--- src/rtl/uart_pkg.sv ---
// Shared UART definitions: FSM state encoding, baud divider constants and
// the baudrate select encoding (common to uart_rx and uart_tx).
package uart_pkg;

    // Receiver FSM states
    typedef enum logic [2:0] {
        ST_IDLE      = 3'd0,
        ST_START     = 3'd1,
        ST_DATA      = 3'd2,
        ST_STOP      = 3'd3,
        ST_WAIT_HIGH = 3'd4
    } uart_state_e;

    // clk cycles per 16x sample tick at 50 MHz
    localparam int unsigned DIV_9600_50MHZ   = 326;
    localparam int unsigned DIV_115200_50MHZ = 27;

    // Baudrate select encoding
    localparam logic BAUD_9600   = 1'b0;
    localparam logic BAUD_115200 = 1'b1;

    // Tick counter width (enough for the slowest divider)
    localparam int unsigned TICK_CNT_W = 16;

    // Oversample counter landmarks: mid start bit and end of a full bit
    localparam logic [3:0] OS_MID  = 4'd7;
    localparam logic [3:0] OS_LAST = 4'd15;

endpackage

--- src/rtl/uart_baud_tick.sv ---
// 16x oversampling tick generator. Emits a one-cycle tick every DIV clk
// cycles; 'clear' restarts the count so ticks are phase-aligned to an event.
module uart_baud_tick #(
    parameter int unsigned DIV0 = 326,
    parameter int unsigned DIV1 = 27,
    parameter int unsigned W    = 16
) (
    input  logic clk,
    input  logic rst,
    input  logic clear,
    input  logic div_sel,
    output logic tick
);

    logic [W-1:0] cnt_q;
    logic [W-1:0] last_cnt;

    assign last_cnt = div_sel ? W'(DIV1 - 1) : W'(DIV0 - 1);
    assign tick     = (cnt_q == last_cnt);

    // Free-running divider, wraps after DIV cycles, restarted by clear
    always_ff @(posedge clk) begin
        if (rst || clear) begin
            cnt_q <= '0;
        end else if (tick) begin
            cnt_q <= '0;
        end else begin
            cnt_q <= cnt_q + W'(1);
        end
    end

endmodule

--- src/rtl/uart_rx.sv ---
// 8N1 UART receiver, LSB first, 16x oversampled. Produces a byte with a
// one-cycle done strobe, or a one-cycle frame_err strobe on a bad stop bit.
module uart_rx
    import uart_pkg::*;
#(
    parameter int unsigned DIV_9600   = DIV_9600_50MHZ,
    parameter int unsigned DIV_115200 = DIV_115200_50MHZ,
    parameter bit          RX_INV     = 1'b1
) (
    input  logic        clk,
    input  logic        rst,
    input  logic        baudrate,
    input  logic        uart_rxd,
    output logic [7:0]  dout,
    output logic        done,
    output logic        frame_err,
    output logic        busy,
    output uart_state_e state_dbg
);

    logic [1:0]  sync_q;
    logic        s_rx;
    logic        tick;
    logic        start_det;
    uart_state_e state_q;
    logic [3:0]  os_q;
    logic [2:0]  idx_q;
    logic [7:0]  shift_q;
    logic [7:0]  dout_q;
    logic        done_q;
    logic        ferr_q;
    logic        busy_q;
    logic        baud_q;

    // 2-FF synchronizer; resets to line-idle so reset never looks like a start bit
    always_ff @(posedge clk) begin
        if (rst) begin
            sync_q <= 2'b11;
        end else begin
            sync_q <= {sync_q[0], uart_rxd ^ RX_INV};
        end
    end

    assign s_rx      = sync_q[1];
    assign start_det = (state_q == ST_IDLE) && !s_rx;

    uart_baud_tick #(
        .DIV0 (DIV_9600),
        .DIV1 (DIV_115200),
        .W    (TICK_CNT_W)
    ) u_tick (
        .clk     (clk),
        .rst     (rst),
        .clear   (start_det),
        .div_sel (baud_q),
        .tick    (tick)
    );

    // Receive FSM with registered outputs; baud rate is latched at start detection
    always_ff @(posedge clk) begin
        if (rst) begin
            state_q <= ST_IDLE;
            os_q    <= '0;
            idx_q   <= '0;
            shift_q <= '0;
            dout_q  <= '0;
            done_q  <= 1'b0;
            ferr_q  <= 1'b0;
            busy_q  <= 1'b0;
            baud_q  <= BAUD_9600;
        end else begin
            done_q <= 1'b0;
            ferr_q <= 1'b0;
            case (state_q)
                ST_IDLE: begin
                    // busy drops one cycle after returning here, so it still
                    // covers the done cycle
                    busy_q <= !s_rx;
                    if (!s_rx) begin
                        state_q <= ST_START;
                        os_q    <= '0;
                        baud_q  <= baudrate;
                    end
                end
                ST_START: begin
                    if (tick) begin
                        if (os_q == OS_MID) begin
                            os_q <= '0;
                            if (!s_rx) begin
                                state_q <= ST_DATA;
                                idx_q   <= '0;
                            end else begin
                                // start bit did not last to mid-bit: glitch
                                state_q <= ST_IDLE;
                                busy_q  <= 1'b0;
                            end
                        end else begin
                            os_q <= os_q + 4'd1;
                        end
                    end
                end
                ST_DATA: begin
                    if (tick) begin
                        if (os_q == OS_LAST) begin
                            os_q    <= '0;
                            shift_q <= {s_rx, shift_q[7:1]};
                            if (idx_q == 3'd7) begin
                                state_q <= ST_STOP;
                            end else begin
                                idx_q <= idx_q + 3'd1;
                            end
                        end else begin
                            os_q <= os_q + 4'd1;
                        end
                    end
                end
                ST_STOP: begin
                    if (tick) begin
                        if (os_q == OS_LAST) begin
                            os_q <= '0;
                            if (s_rx) begin
                                dout_q  <= shift_q;
                                done_q  <= 1'b1;
                                state_q <= ST_IDLE;
                            end else begin
                                ferr_q  <= 1'b1;
                                state_q <= ST_WAIT_HIGH;
                            end
                        end else begin
                            os_q <= os_q + 4'd1;
                        end
                    end
                end
                ST_WAIT_HIGH: begin
                    // hold off until a held-low (break) line is released
                    if (s_rx) begin
                        state_q <= ST_IDLE;
                    end
                end
                default: begin
                    state_q <= ST_IDLE;
                end
            endcase
        end
    end

    assign dout      = dout_q;
    assign done      = done_q;
    assign frame_err = ferr_q;
    assign busy      = busy_q;
    assign state_dbg = state_q;

endmodule

--- config.mk ---
export PLATFORM = sky130hd
export DESIGN_NAME = uart_rx
export DESIGN_NICKNAME = d
export VERILOG_FILES = /design/src/rtl/uart_pkg.sv /design/src/rtl/uart_baud_tick.sv /design/src/rtl/uart_rx.sv
export SDC_FILE = /design/constraint.sdc
export NUM_CORES = 1
export LEC_CHECK = 0
export BUFFER_PORTS_ARGS = -buffer_cell sky130_fd_sc_hd__buf_2
export CAP_MARGIN = 20
export CORE_MARGIN = 2
export CORE_UTILIZATION = 43
export DETAILED_ROUTE_END_ITERATION = 10
export GPL_ROUTABILITY_DRIVEN = 0
export SLEW_MARGIN = 20
export SYNTH_ARGS = -nofsm -noshare
export SYNTH_HDL_FRONTEND = slang
export SYNTH_SLANG_ARGS = --single-unit
--- constraint.sdc ---
create_clock -name clk -period 3.8 [get_ports clk]
set_clock_uncertainty 0.2 [all_clocks]
set_input_delay 0.76 -clock clk [delete_from_list [all_inputs] [get_ports clk]]
set_output_delay 0.76 -clock clk [all_outputs]
set_load 0.05 [all_outputs]
==> results of run 1 <==
-- layout by cell type, fill, tap and decap left out, drive strengths merged, types with 3 or more instances in the layout --
cell    Yosys  layout
a21oi      13      13
nor3        6       6
o21ai       4       4
nor4        7       7
ha          4       4
or3         3       3
nand2b      3       3
buf         6      17
nor2       37      37
dfxtp      48      48
nand4       3       3
inv         5       5
xnor2       3       3
nand3      22      22
clkbuf      4       5
xor2       12      12
mux2i      12      12
nand2      25      25
and3        4       4
-- critical path: stages (launching register included) --
cell and delay (ps):
dfxtp_1 350, nor4_2 310, nand2_2 140, nor3_4 580
or3_1 550, nor2_1 100
-- logic make-up after synthesis --
logic type | count (synthesis)
flip-flops | 48
AO/OA/AOI/OAI | 25
multiplexers | 12
buffers and inverters | 15
XOR/XNOR | 15
AND/OR/NAND/NOR | 121
adder cells (fa/ha/maj) | 4
-- metrics by stage --
| stage | hold WS [ps] | cells | setup slack, ps |
|---|---|---|---|
| CTS | 225 | 320 | 1390 |
| global route | 244 | 320 | 1240 |
| floorplan | 189 | 240 | 1650 |
| global placement | 197 | 314 | 1460 |
| detailed placement | 202 | 314 | 1400 |
| finish | 221 | 320 | 1440 |
-- layer usage --
layer	vias to the layer above	GRT usage (%)	share of wire [%]
li1	858	-	-
met1	753	21.0	48
met2	34	24.6	47
met3	6	3.57	3.9
met4	0	5.85	1.5
met5	-	0	0
-- power groups by stage --
stage	logic (mW)	registers, mW	clock network (mW)
4_1_cts	0.0310	0.515	0.353
5_1_grt	0.0341	0.516	0.375
3_3_place_gp	0.0307	0.527	0
6_report	0.0303	0.515	0.342
3_5_place_dp	0.0308	0.527	0
2_1_floorplan	0.0240	0.527	0
-- worst paths after layout --
check                        start                to  depth (start not counted)
setup / recovery  u_tick.cnt_q[11]  u_tick.cnt_q[11]                          5
hold / removal           sync_q[0]         sync_q[1]                          1
setup reg to reg  u_tick.cnt_q[11]  u_tick.cnt_q[11]                          5
hold reg to reg          sync_q[0]         sync_q[1]                          1
-- area by class of cell --
| cell class | count | area [um2] |
|---|---|---|
| clock buffers | 5 | 68.8 |
| flip-flops and latches | 48 | 961 |
| multi-input cells | 177 | 1160 |
| inverters | 5 | 18.8 |
| clock inverters | 1 | 30.0 |
| fillers | 488 | 2410 |
| well taps | 67 | 83.8 |
| repair buffers | 17 | 85.1 |
-- state kept, by name, summed over array words and instances (netlist names) --
| name | flops |
|---|---|
| baud_q | 1 |
| state_dbg | 3 |
| u_tick.cnt_q | 16 |
| shift_q | 8 |
| done | 1 |
| frame_err | 1 |
| idx_q | 3 |
| dout | 8 |
| sync_q | 2 |
| busy | 1 |
| os_q | 4 |
==> metrics.txt, run 1 <==
post-synth top area share 43.8%; Worst-path clk slew 80 ps; drt wl/cell 12.4 um; setup_tns 0 ps; synth cell count leaders dfxtp_1 (48), nor2_1 (37), nand2_1 (23); H-Tree Depth 2; overall power 887 uW; synthesized cell area 2190 um2; data arrival time of the critical path 2320 ps; Critical Path End Type flop; Hold Vio Cnt, Final 0; area share of fa/ha/maj cells after synthesis 2.28%; syn_area_per_cell 9.14 um2; total of warnings raised by yosys 0; Initial DRT Pass Iterations 4; Routed WL 3980 um; Hold Crit Class flop to flop; Max clock buf depth 2; Setup Viol. Count Final 0; Setup crit start kind flop; share of cells above drive strength 1 15.8%; Slew @ Worst Pin 629 ps; RSZ-0062 raised after global routing no; Most used DFF post-synth dfxtp_1; clock sink count 48; largest net degree at the start of global routing 34; Cell Area, Placed 2310 um2; first-pass GRT wire length 6930 um; Vias/cell 5.16; Sw Share 20.4%; r2r setup slk 1440 ps; Die ar. 5690 um2; root buffer cell clkbuf_8; status finished, final reports clean; Post-synth ARST share 0%; Util after Layout 50.0%; area leader, netlist dfxtp_1; vias after detailed routing 1651; Slew Viols, Final 0; Crit path required time 3760 ps; CTS-repair resized insts 0; DRT antenna net count 0; GRT Resource Usage Total 15.7%; Ports 18; CTS tree done; Synth Area in Compound Gates 7.64%; Slew headroom 57.9%; cts hold-fix bufs 0; Flop pwr share 58.1%; Layout area overhead 9.87%; Rows 25; Post-synth EDFFs 0; placed wire-length estimate 2750 um; mux cell area share after synthesis 6.05%; Net Count, Synth 248; worst-path maximum fanout 17; clk_lat worst skew 290 ps; Synth Area in XOR/XNOR 5.99%; dominant cells by area after synthesis dfxtp_1 (44%), nor2_1 (6.3%), mux2i_1 (5.0%); number of global-route vias before repair 1557; ant diodes 0; initial core utilization 45.5%; WS Path Type flop to flop; combinational share of power 3.4%; final period demand of the worst path 2360 ps; Internal 706 uW; Post-Synth Simple-Gate Area 31.0%; Clk pwr share 38.5%; Lkg Pwr 0.959 nW; max capacitance violation total 0; largest family of logic cells by synthesized area simple AND/OR/NAND/NOR gates; initial antenna violation count 0; switching power total 181 uW; Die Wd 75.4 um; port bufs 17; PwrDens 368 nW/um2; Initial DRC Count 86; period utilisation layout 62.2%; number of distinct library cells after synthesis 43; register area share after synthesis 43.8%; DR DRC count 0; Mapped Cells 240; post-CTS setup buffers 0; most frequent cell after synthesis dfxtp_1; Nets 262; Peak VDD IR 227 uV; floorplan core area 4820 um2; Max Freq 0.423 GHz; post-route cell area 2410 um2; grt ovf 0; CTS Buf Count 5; Die Y 75.4 um; register bit total from synthesis 48
No activity file was read; power rests on OpenSTA's default activity.
==> run 2, diff against run 1 <==
==> constraint.sdc (replaced) <==
create_clock -name clk -period 1.99 [get_ports clk]
set_clock_uncertainty 0.2 [all_clocks]
set_input_delay 0.398 -clock clk [delete_from_list [all_inputs] [get_ports clk]]
set_output_delay 0.398 -clock clk [all_outputs]
set_load 0.05 [all_outputs]
==> run 2 against run 1 <==
  * The flow now finishes with violations (negative setup slack)
  * Worst setup slack got worse by 1400 ps
  * Sequential share of layout area fell by 5.9 points
  * Wire length rose by 13%
  * Total power rose by 98%
  * Die area did not move
  * Fmax rose by 18%
  * Via count rose by 9.8%
  * First-iteration DRC count rose by 5.8%
  * Clock-buffer cell count rose by 1
  * Cell count rose by 13%
  * Clock power rose by 100%
  * Critical path depth rose by 3
==> metrics.txt, run 2 (synthesized netlist as in run 1, its figures left out) <==
status complete, but fails checks; failing checks negative setup slack; Vias/cell 5.01; initial core utilization 45.5%; PwrDens 612 nW/um2; Internal 1.38 mW; data arrival time of the critical path 1990 ps; port bufs 17; Clk pwr share 39.3%; CTS Buf Count 5; Nets 302; Sw Share 21.6%; most frequent cells in the layout dfxtp_1 (39), buf_4 (35), nor2_1 (32); CTS tree done; GRT Resource Usage Total 17.3%; WS Path Type flop to flop; Routed WL 4490 um; max FFs per register 16; Setup crit start kind flop; number of global-route vias before repair 1667; Setup Viol. Count Final 5; largest net degree at the start of global routing 18; Placed Instances 349; Critical Path End Type flop; cts hold-fix bufs 0; largest register by flop count u_tick.cnt_q; Hold Crit Class primary input to flop; max capacitance violation total 0; first-pass GRT wire length 7670 um; clk_lat worst skew 300 ps; combinational share of power 5.1%; DR DRC count 0; vias after detailed routing 1812; root buffer cell clkbuf_8; Hold Vio Cnt, Final 0; Flop pwr share 55.6%; Slew Viols, Final 0; Crit path required time 1980 ps; worst-path maximum fanout 8; Setup WS post-layout -6.97 ps; clock sink count 48; RSZ-0062 raised after global routing yes; Ports 18; ant diodes 0; Initial DRC Count 91; final period demand of the worst path 2000 ps; floorplan core area 4820 um2; Worst-path clk slew 90 ps; Layout area overhead 31.1%; most common cell after layout, fill and taps aside dfxtp_1; switching power total 381 uW; Die Wd 75.4 um; share of cells above drive strength 1 39.0%; Peak VDD IR 374 uV; Post-Layout Cell Count 362; grt ovf 0; Die Y 75.4 um; Max Freq 0.501 GHz; DRT antenna net count 0; drt wl/cell 12.4 um; H-Tree Depth 2; Slew headroom 60.0%; Lkg Pwr 1.20 nW; period utilisation layout 100%; initial antenna violation count 0; Rows 25; Max clock buf depth 2; Initial DRT Pass Iterations 4; placed wire-length estimate 3230 um; Die ar. 5690 um2; Slew @ Worst Pin 595 ps; Util after Layout 59.7%
## run 2: cell count changes in the layout (fill, tap and decap cells not counted), sizes merged
cell | before | now
buf | 17 | 57
clkinv | 0 | 1
clkbuf | 5 | 6
## run 2: worst paths after layout
path | from | endpoint | slack [ps] | cells after the start
worst max register to register | u_tick.cnt_q[1] | dout[3] | -7 | 8
worst min-delay path | uart_rxd | sync_q[0] | 50 | 2
worst min register to register | sync_q[0] | sync_q[1] | 220 | 1
worst max-delay path | u_tick.cnt_q[1] | dout[3] | -7 | 8
## run 2: power by group through the flow
stage	registers [mW]	clock network, mW	logic (mW)
after floorplan	1.01	0	0.0459
after global placement	1.00	0	0.0831
after detailed placement	1.00	0	0.0825
after CTS	0.980	0.719	0.0839
after global routing	0.980	0.738	0.101
final	0.978	0.692	0.0896
## run 2: stage by stage
| step | TNS (ps) | area [um2] | power, mW | hold WS, ps | setup WS, ps |
|---|---|---|---|---|---|
| final | -23.9 | 2880 | 1.76 | 55.0 | -6.97 |
| after floorplan | 0 | 2200 | 1.05 | 189 | 11.8 |
| after global routing | -1500 | 2880 | 1.82 | 53.6 | -101 |
| after CTS | -423 | 2760 | 1.78 | 40.4 | -54.4 |
| after global placement | -313 | 2590 | 1.09 | 201 | -44.7 |
| after detailed placement | -835 | 2590 | 1.08 | 203 | -73.8 |
## run 2: worst max-delay path, stage by stage, from the launching register on
cell     delay [ps]
dfxtp_2         350
nor4b_4         310
mux2i_4         140
nor4_4          290
buf_4           170
nand4_1         120
buf_6           200
nand2_2          70
a21oi_2          40
## run 2: routing by layer
layer	track usage [%]	vias up	routed length, um
met2	27.0	22	2020
met3	3.57	7	122
met4	5.85	0	63
met5	0	-	0
li1	-	943	-
met1	24.0	840	2280
## run 2: repair_timing
action / 4_1_cts / 5_1_grt
pin swaps: 4 / 20
resized for setup: 19 / 24
endpoints found under the setup margin: 32 / 41
gates cloned: 0 / 0
setup buffers: 1 / 4
## run 2: area by class of cell
cell class	instances	area, um2
clock inverter	2	35.0
multi-input combinational	177	1280
clock buffer	6	72.6
inverter	5	18.8
tap	67	83.8
fill	444	1940
sequential	48	977
timing repair buffer	57	413
==> run 3, diff against run 2 <==
==> constraint.sdc (replaced) <==
create_clock -name clk -period 2 [get_ports clk]
set_clock_uncertainty 0.2 [all_clocks]
set_input_delay 0.4 -clock clk [delete_from_list [all_inputs] [get_ports clk]]
set_output_delay 0.4 -clock clk [all_outputs]
set_load 0.05 [all_outputs]
==> run 3 against run 2 <==
  * The flow still finishes with violations (negative setup slack)
  * Sequential power hardly changed
  * Final area shrank 0.91%
  * Wire length about the same
  * Critical path depth unchanged
  * Global-route usage did not move
  * Largest power group unchanged
  * Highest routed layer unchanged
==> metrics.txt, run 3 (synthesized netlist as in run 1, its figures left out) <==
status complete, but fails checks; failing checks negative setup slack; Slew Viols, Final 0; initial core utilization 45.5%; Slew headroom 58.9%; CP top delay family simple AND/OR/NAND/NOR gates; Die Wd 75.4 um; PwrDens 616 nW/um2; Util after Layout 59.2%; CP Buf/Inv Count 2; Setup crit start u_tick.cnt_q[1]; setup_tns -21.6 ps; Routed WL 4490 um; Setup crit start kind flop; M3 GR Usage 3.57%; Slew @ Worst Pin 611 ps; WHS 57.1 ps; Ports 18; Vias/cell 5.00; post-route cell area 2850 um2; placed wire-length estimate 3230 um; cts hold-fix bufs 0; clk_lat worst skew 300 ps; worst-path maximum fanout 8; max FFs per register 16; GR Util met1 24.0%; max capacitance violation total 0; Rows 25; Placed Instances 349; Worst-path clk slew 90 ps; Setup WS pre-CTS -63.8 ps; Post-Layout Cell Count 361; largest net degree at the start of global routing 18; DR DRC count 0; RSZ-0062 raised after global routing yes; Max clock buf depth 2; DRT antenna net count 0; data arrival time of the critical path 2000 ps; Initial DRT Pass Iterations 4; root buffer cell clkbuf_8; CTS tree done; share of cells above drive strength 1 37.8%; critical path depth 8; Lkg Pwr 1.20 nW; Die Y 75.4 um; number of global-route vias before repair 1667; most common cell after layout, fill and taps aside dfxtp_1; initial antenna violation count 0; Layout area overhead 29.9%; Crit-path slowest cell dfxtp_2; CP cell instances nor4b_4 > mux2i_4 > nor4_4 > buf_4 > nand4_1 > buf_6 > nand2_2 > a21oi_2; met2 Usage GRT 27.0%; period utilisation layout 100%; CTS Buf Count 5; H-Tree Depth 2; port bufs 17; final period demand of the worst path 2010 ps; Crit path largest cell delay 350 ps; WS Path Type flop to flop; Die ar. 5690 um2; Setup WS post-layout -7.50 ps; first-pass GRT wire length 7670 um; Max Freq 0.498 GHz; floorplan core area 4820 um2; Setup Viol. Count Final 4; most frequent cells in the layout dfxtp_1 (39), nor2_1 (36), buf_4 (36); clock sink count 48; vias after detailed routing 1805; ant diodes 0; Hold Vio Cnt, Final 0; worst reg2reg path depth 8; Nets 301; most used routing layer met2; Hold Crit Class primary input to flop; Cell Area, Placed 2590 um2; HP Start uart_rxd; R2R Path Start u_tick.cnt_q[1]; overall power 1.75 mW; Crit path required time 1990 ps; largest register by flop count u_tick.cnt_q; drt wl/cell 12.4 um; Initial DRC Count 86; Peak VDD IR 371 uV; grt ovf 0; Critical Path End Type flop; worst hold stages 2; fillers 448; GRT Resource Usage Total 17.3%
## run 3: cell types whose count changed in the layout (fill, tap and decap cells not counted)
cell	delta
nor2_1	+4
buf_4	+1
a21oi_2	+1
dfxtp_2	+2
dfxtp_4	-2
buf_6	-2
a21oi_1	-1
nor2_2	-4
## run 3: repair_timing
item | in CTS | in global routing
setup endpoints to repair | 30 | 41
setup buffers | 1 | 3
resized for setup | 18 | 18
pin swaps | 4 | 17
## run 3: cell type report
cell class | count | area, um2 | area share (%)
Clock inverter | 2 | 35.0 | 1.23
Sequential cell | 48 | 972 | 34.1
Timing Repair Buffer | 56 | 398 | 14.0
Multi-Input combinational cell | 177 | 1270 | 44.6
Tap cell | 67 | 83.8 | 2.94
Clock buffer | 6 | 72.6 | 2.55
Inverter | 5 | 18.8 | 0.658
## run 3: path summary, 6_finish.rpt
| path | to | slack, ps |
|---|---|---|
| hold / removal | sync_q[0] | 60 |
| setup / recovery | dout[3] | -7 |
| hold reg to reg | sync_q[1] | 220 |
| setup reg to reg | dout[3] | -7 |
## run 3: per-layer routing
| layer | part of all wire, % | vias to the layer above |
|---|---|---|
| met5 | 0 | - |
| met4 | 1.4 | 0 |
| met3 | 2.4 | 7 |
| met2 | 45 | 20 |
| met1 | 52 | 837 |
| li1 | - | 941 |
## run 3: power by group
group	leakage [nW]	switching (mW)	internal (mW)
registers	0.392	0.0105	0.965
clock network	0.0552	0.320	0.371
logic	0.750	0.0506	0.0368
